==> config.mk <==
export PLATFORM = sky130hd
export DESIGN_NAME = keypad_scan_ctrl
export DESIGN_NICKNAME = d
export VERILOG_FILES = /design/src/rtl/keypad_scan_ctrl.sv
export SDC_FILE = /design/constraint.sdc
export NUM_CORES = 1
export LEC_CHECK = 0
export BUFFER_PORTS_ARGS = -buffer_cell sky130_fd_sc_hd__buf_4
export CAP_MARGIN = 20
export CELL_PAD_IN_SITES_DETAIL_PLACEMENT = 0
export CELL_PAD_IN_SITES_GLOBAL_PLACEMENT = 1
export CORE_MARGIN = 2
export CORE_UTILIZATION = 48
export DETAILED_ROUTE_END_ITERATION = 7
export HOLD_SLACK_MARGIN = 0.15
export PLACE_DENSITY = 0.8
export SKIP_LAST_GASP = 1
export SLEW_MARGIN = 20
export SYNTH_ARGS = -nofsm -noshare
export SYNTH_HDL_FRONTEND = slang
export SYNTH_SLANG_ARGS = --single-unit
==> constraint.sdc <==
create_clock -name clk -period 2.9 [get_ports clk]
set_clock_uncertainty 0.05 [all_clocks]
set_input_delay 0.435 -clock clk [delete_from_list [all_inputs] [get_ports clk]]
set_output_delay 0.435 -clock clk [all_outputs]
set_load 0.02 [all_outputs]
==> src/rtl/keypad_scan_ctrl.sv <==
// keypad_scan_ctrl: scans a 4x4 active-low matrix keypad, debounces the full 16-key image, reports key events.
// Latency: a stable press is reported after DEBOUNCE_SCANS scans of 4*(SETTLE_CYC+1) cycles, plus 2 cycles.
// Backpressure: single event slot on key_valid/key_ready; an event arriving while the slot is full and not
//   being accepted is dropped and latches key_ovf (cleared only by reset).
// Ports: clk, rst (async, active-low); row (in, active-low rows); col (out, active-low one-cold column drive);
//   key_code/key_valid/key_ready event handshake; key_held (debounced image non-zero); key_ovf (sticky drop);
//   diods = {key_held, key_ovf, 2'b00, key_code}.
// Optional: define KPD_AUTOREPEAT_EN to emit repeat events while the selected key stays held.
module keypad_scan_ctrl #(
  parameter int SETTLE_CYC     = 16,
  parameter int DEBOUNCE_SCANS = 4,
  parameter int REPEAT_DELAY   = 50000000,
  parameter int REPEAT_RATE    = 10000000
) (
  input  logic       clk,
  input  logic       rst,
  input  logic [3:0] row,
  output logic [3:0] col,
  output logic [3:0] key_code,
  output logic       key_valid,
  input  logic       key_ready,
  output logic       key_held,
  output logic       key_ovf,
  output logic [7:0] diods
);

  localparam int CW = (SETTLE_CYC > 1) ? $clog2(SETTLE_CYC) : 1;
  localparam logic [CW-1:0] CNT_LAST = CW'(SETTLE_CYC - 1);
  localparam int SW = $clog2(DEBOUNCE_SCANS + 1);
  localparam logic [SW-1:0] STAB_MAX = SW'(DEBOUNCE_SCANS);

  typedef enum logic {DRIVE, SAMPLE} state_t;

  state_t        state, state_nxt;
  logic [CW-1:0] cnt;
  logic [1:0]    k;
  logic [15:0]   image;
  logic [15:0]   prev_img;
  logic [15:0]   deb;
  logic [SW-1:0] stab, stab_nxt;
  logic          scan_done;
  logic [3:0]    sel_idx, last_idx;
  logic          sel_vld, last_vld;
  logic          chg_evt, rpt_evt, evt;

  // ---------------------------------------------------------------------------
  // Scan sequencer: DRIVE holds column k for SETTLE_CYC cycles, SAMPLE latches rows.
  // ---------------------------------------------------------------------------
  always_ff @(posedge clk or negedge rst) begin
    if (!rst) begin
      state <= DRIVE;
      cnt   <= '0;
      k     <= 2'd0;
    end else begin
      state <= state_nxt;
      if (state == DRIVE) begin
        cnt <= (cnt == CNT_LAST) ? '0 : cnt + 1'b1;
      end else begin
        k <= k + 2'd1;
      end
    end
  end

  always_comb begin
    state_nxt = state;
    case (state)
      DRIVE:  if (cnt == CNT_LAST) state_nxt = SAMPLE;
      SAMPLE: state_nxt = DRIVE;
    endcase
  end

  // Column k stays driven through SAMPLE so rows are still valid when latched.
  // Gated by rst so every column is released for the whole reset interval and
  // column 0 is driven from the very first cycle after release.
  assign col = rst ? ~(4'b0001 << k) : 4'b1111;

  // ---------------------------------------------------------------------------
  // Image capture and debounce. The comparison runs one cycle after the last
  // column is latched, when the image register holds a complete scan.
  // ---------------------------------------------------------------------------
  always_comb begin
    stab_nxt = stab;
    if (image == prev_img) begin
      if (stab != STAB_MAX) stab_nxt = stab + 1'b1;
    end else begin
      stab_nxt = SW'(1);
    end
  end

  always_ff @(posedge clk or negedge rst) begin
    if (!rst) begin
      image     <= '0;
      prev_img  <= '0;
      deb       <= '0;
      stab      <= '0;
      scan_done <= 1'b0;
    end else begin
      scan_done <= (state == SAMPLE) && (k == 2'd3);
      if (state == SAMPLE) image[{k, 2'b00} +: 4] <= ~row;
      if (scan_done) begin
        stab     <= stab_nxt;
        prev_img <= image;
        if (stab_nxt == STAB_MAX) deb <= image;
      end
    end
  end

  // ---------------------------------------------------------------------------
  // Key selection: lowest set index of the debounced image wins.
  // ---------------------------------------------------------------------------
  always_comb begin
    sel_idx = 4'd0;
    sel_vld = 1'b0;
    for (int i = 15; i >= 0; i--) begin
      if (deb[i]) begin
        sel_idx = 4'(i);
        sel_vld = 1'b1;
      end
    end
  end

  assign key_held = |deb;

  // A release (sel_vld falling) or a higher key joining never changes the
  // selection in a way that counts as an event.
  assign chg_evt = sel_vld && (!last_vld || (sel_idx != last_idx));

`ifdef KPD_AUTOREPEAT_EN
  localparam int RMAX = (REPEAT_DELAY > REPEAT_RATE) ? REPEAT_DELAY : REPEAT_RATE;
  localparam int RW   = $clog2(RMAX + 1);
  localparam logic [RW-1:0] RPT_DLY  = RW'(REPEAT_DELAY);
  localparam logic [RW-1:0] RPT_RATE = RW'(REPEAT_RATE);

  logic [RW-1:0] rpt_cnt;
  logic          rpt_run;
  logic          rpt_first;

  // rpt_cnt equals the number of cycles since the last emitted event.
  assign rpt_evt = rpt_run && sel_vld && !chg_evt &&
                   (rpt_cnt == (rpt_first ? RPT_DLY : RPT_RATE));

  always_ff @(posedge clk or negedge rst) begin
    if (!rst) begin
      rpt_cnt   <= '0;
      rpt_run   <= 1'b0;
      rpt_first <= 1'b0;
    end else if (evt) begin
      rpt_cnt   <= RW'(1);
      rpt_run   <= 1'b1;
      rpt_first <= chg_evt;
    end else if (!key_held) begin
      rpt_cnt <= '0;
      rpt_run <= 1'b0;
    end else if (rpt_run) begin
      rpt_cnt <= rpt_cnt + 1'b1;
    end
  end
`else
  // Repeat timing parameters have no effect in this build.
  logic unused_rpt;
  assign unused_rpt = ^{REPEAT_DELAY, REPEAT_RATE};
  assign rpt_evt    = 1'b0;
`endif

  assign evt = chg_evt | rpt_evt;

  // ---------------------------------------------------------------------------
  // Event slot. A new event may replace the pending one only in the cycle it is
  // being accepted; otherwise it is dropped and flagged.
  // ---------------------------------------------------------------------------
  always_ff @(posedge clk or negedge rst) begin
    if (!rst) begin
      key_code  <= 4'd0;
      key_valid <= 1'b0;
      key_ovf   <= 1'b0;
      last_vld  <= 1'b0;
      last_idx  <= 4'd0;
    end else begin
      last_vld <= sel_vld;
      last_idx <= sel_idx;
      if (evt) begin
        if (!key_valid || key_ready) begin
          key_code  <= sel_idx;
          key_valid <= 1'b1;
        end else begin
          key_ovf <= 1'b1;
        end
      end else if (key_valid && key_ready) begin
        key_valid <= 1'b0;
      end
    end
  end

  assign diods = {key_held, key_ovf, 2'b00, key_code};

endmodule

# Word level (Yosys, flattened, before mapping)
# Index checks and enable logic that the tools add are counted.
# Widths: inputs -> output; s select.
[word_totals] ff_bits=70 inputBits=7 out_inout_bits=19 elab_cells=86
[classes] n_addsub=4 n_eq_ne=7 shifts=3 n_mux=42 n_bitwise=4 n_reduce_logical=13
[ops] operator="$mux 4" count=18
[ops] operator="$mux 1" count=20
[ops] operator="$bwmux 16" count=1
[ops] operator="$eq 16x16->1" count=1
[ops] operator="$reduce_or 16->1" count=1
[ops] operator="$shift 4x6->16 const A" count=1
[ops] operator="$shiftx 4x6->16" count=1
[ops] operator="$not 4->4" count=2
[ops] operator="$reduce_and 2->1" count=4
[ops] operator="$mux 3" count=2
[ops] operator="$neg 4->6" count=1
[ops] operator="$add 4x1->4 const B" count=1
[ops] operator="$eq 4x4->1 const B" count=1
[ops] operator="$ne 4x4->1" count=1
[ops] operator="$shl 1x2->4 const A" count=1
[ops] operator="$add 3x1->3 const B" count=1
[ops] operator="$eq 3x3->1 const B" count=1
[ops] operator="$logic_and 1x1->1" count=3
[ops] operator="$ne 3x3->1 const B" count=1
[ops] operator="$add 2x1->2 const B" count=1
[ops] operator="$eq 2x2->1 const B" count=1
[ops] operator="$logic_not 1->1" count=2
[ops] operator="$logic_or 1x1->1" count=2
[ops] operator="$ne 2x1->1 const B" count=1
[ops] operator="3 further kinds" count=4

# Logic depth before layout (Yosys ltp)
[logic_depth] word_depth=21 depth_mapped=8 mapped_depth_nobuf=7

# Worst setup path after synthesis
# Ideal clock, no wire load.
[synth_path] kind="reg-to-output" startpoint="register deb[3]" endpoint="output diods[7]" t_arrival_ns=1.939 required_ns=2.415 slack_ns=0.476 stages_incl_launch_ff=4 cell_sequence="dfrtp_1 > or4_4 > or4b_2 > buf_4"
[synth_between] elab_chain_len=1
[synth_lines] item="from (decl)" line_no="39" source="logic [15:0] deb;"
[synth_lines] item="from (signal assigned)" line_no="103" source="if (stab_nxt == STAB_MAX) deb <= image;"
[synth_lines] item="$reduce_or 16->1" line_no="122" source="assign key_held = |deb;"
[synth_lines] item="to (decl)" line_no="24" source="output logic [7:0] diods"
# No other way between the ends.

# Final worst setup path
# Same ends and word-level chain as after synthesis.

==> flow_metrics.tcl <==
set metrics [dict create \
    synthSimpleGateAreaFrac_pct 13.4 \
    synth_top_family_by_area "simple AND/OR/NAND/NOR gates" \
    synth.ff_latch_count 70 \
    power_density_nw_per_um2 480 \
    grt_max_degree 43 \
    post_synth_top_flop "dfrtp_1" \
    worstHoldEndpoint "image[9]$_DFFE_PN0P_" \
    port_buffers 23 \
    timing.rr.end "key_code[2]$_DFFE_PN0P_" \
    fillCellCount 591 \
    flow.area_growth_from_synthesis_pct 13.0 \
    grt_pass1_wl_um 10300 \
    finalSetupTns_ps 0 \
    die-area_um2 7630 \
    synth_adder_area_share_pct 3.00 \
    crit_required_ps 2410 \
    number_of_global_route_vias_before_repair 2121 \
    synth_seq_area_share_pct 52.5 \
    cts.root.buffer_cell "clkbuf_8" \
    startpoint_type "flop" \
    criticalPathCategory "reg2out" \
    yosysWarningCount 0 \
    detail_route.vias_per_cell 5.37 \
    cell_rows 30 \
    min-delay-start "row[1]" \
    finalCritPeriodShare_pct 93.1 \
    placed_area_um2 3560 \
    syn-instance-count 282 \
    critPathMaxStageDelay_ps 700 \
    fmaxAchievable_ghz 0.371 \
    antenna_violations_before_repair 0 \
    dieWidth_um 87.4 \
    post_cts_repair_setup_buffers 0 \
    grt_overflow_total 0 \
    power.ir.vdd_worst_mv 0.253 \
    antennaDiodeCount 0 \
    ctsResizeCount 0 \
    starting_density_of_the_core_pct 49.4 \
    gp_congestion 0.760 \
    mostFrequentLayoutCells "70 x dfrtp_1, 37 x mux2_2, 32 x nand2_1, 26 x buf_4, 17 x o31ai_1" \
    synth_compound_area_share_pct 9.79 \
    critPathBufInv 1 \
    rsz_0062_raised_after_global_routing "no" \
    wl_um 5990 \
    drt-initial-drc-count 87 \
    timing.critical_path.max_delay_family "simple AND/OR/NAND/NOR gates" \
    dp_hpwl_um 4420 \
    die_height_um 87.4 \
    r2r_start "deb[3]$_DFFE_PN0P_" \
    worst-r2r-setup-slack_ps 560 \
    timing.final.setup_violations 0 \
    cts_htree_levels 3 \
    timing.max_cap.violations 0 \
    finish.net_count 324 \
    synth_async_sr_flop_share_pct 100 \
    path_max_fanout 6 \
    critical_path.slowest_cell "or4b_2" \
    layout.cells.most_common "dfrtp_1" \
    slew_headroom_pct 52.4 \
    crit_chain "or4_4, or4b_2, buf_4" \
    timing_max_transition_violations_final 0 \
    core-area_um2 6760 \
    cts_tree "yes" \
    setup_slack_ps 201 \
    synth.distinct_cells 44 \
    min_path_cells 2 \
    drt_pre_antenna_iters 4 \
    cts_buffers 9 \
    clkSinkCount 70 \
    final_cells 394 \
    hold_path_class "in2reg" \
    wl_per_cell_um 15.2 \
    ant_nets 0 \
    timing_worst_slew_pin_value_ps 707 \
    reg2reg_depth 6 \
    timing.final.hold_violations 0 \
    ios 26 \
    dr_total_vias 2117 \
    clock_latency_on_the_worst_skew_pair_ps 340 \
    finalInstanceArea_um2 3770 \
    synth_area_per_cell_um2 11.8 \
    fraction_of_final_layout_cells_with_drive_strength_greater_than_1_pct 29.6 \
    dr_drc_count 0 \
    gr-usage-all-layers_pct 17.8 \
    synth_enable_flop_cells 0 \
    setup.worst_path.end_class "primary output" \
    synth_area_um2 3340 \
    dp_cells 377 \
    timing.critical_path.arrival_ps 2210 \
    cts_max_path_buffers 2 \
    worst_setup_hold_path_clk_slew_ps 70 \
    finalWorstPathRequiredPeriod_ps 2700 \
    outcome "finished, final reports clean" \
    place_ws_ps 546 \
    leakage_nw 1.84 \
    synth-xor-area-share_pct 5.51 \
    post_synth_mux_area_share_pct 12.5 \
    cts_hold_buf 1 \
]
-- worst reg2reg max path: stages (launching register included) --
cell and delay, ps:
dfrtp_1 400, or4_4 600, a211oi_4 290, xnor2_1 100
and4b_4 210, a31oi_4 230, mux2_2 360
-- synthesized netlist by cell type (all sizes together), types with 4 or more instances --
cell type	number	area (µm²)
a21oi	7	35.0
buf	8	60.1
clkbuf	4	15.0
dfrtp	70	1750
ha	8	100
inv	8	30.0
mux2	37	417
nand2	32	120
nand3	4	20.0
nor2	9	33.8
nor2b	4	25.0
nor4	6	43.8
o21ai	7	35.0
o31ai	17	128
or2	4	25.0
or4	4	41.3
xnor2	11	96.3
xor2	10	87.6
-- power breakdown --
group	leakage, nW	switching [W]	internal [W]
combinational	0.846	0.0000313	0.0000139
sequential	0.895	0.00000911	0.000981
clock	0.0955	0.000352	0.000421
-- cell type report --
type,instances,area (µm²),area share (%)
Clock buffer,11,141,3.75
Clock inverter,5,58.8,1.56
Inverter,8,30.0,0.797
Multi-Input combinational cell,193,1480,39.3
Sequential cell,70,1750,46.5
Tap cell,80,100,2.66
Timing Repair Buffer,27,205,5.44
-- routing by layer --
layer  vias to the layer above  wire length [µm]  GRT usage [%]
li1                       1047                 -              -
met1                      1021              2870           23.6
met2                        39              2810           28.2
met3                        10               221           5.69
met4                         0                85           5.03
met5                         -                 0              0
-- sequential cells by signal, indices dropped and copies added, names as in the netlist --
register,count
key_valid,1
key_code,4
prev_img,16
k,2
deb,16
stab,3
cnt,4
last_idx,4
key_ovf,1
state,1
last_vld,1
image,16
scan_done,1
-- stage by stage --
step	power [W]	utilization [%]	hold slack (ps)
2_1_floorplan	0.00102	-	89.4
3_3_place_gp	0.00105	52.7	390
3_5_place_dp	0.00106	52.7	390
4_1_cts	0.00184	55.8	254
5_1_grt	0.00189	55.8	245
6_report	0.00181	55.8	263
-- logic make-up after synthesis --
family | count (synthesis)
AND/OR/NAND/NOR | 81
flip-flops | 70
AO/OA/AOI/OAI | 44
multiplexers | 37
XOR/XNOR | 21
buffers and inverters | 20
adder cells (fa/ha/maj) | 8
other | 1
-- how the worst max path moves through the flow --
| stage | from | end | depth (start not counted) |
|---|---|---|---|
| 2_1_floorplan | deb[3]$_DFFE_PN0P_ | diods[7] | 3 |
| 3_3_place_gp | deb[3]$_DFFE_PN0P_ | key_held | 3 |
| 3_5_place_dp | image[1]$_DFFE_PN0P_ | stab[0]$_DFFE_PN0P_ | 6 |
| 4_1_cts | deb[3]$_DFFE_PN0P_ | diods[7] | 3 |
| 5_1_grt | deb[3]$_DFFE_PN0P_ | key_held | 3 |
| 6_report | deb[3]$_DFFE_PN0P_ | diods[7] | 3 |
Note: power is estimated with default switching activity, not from simulation.
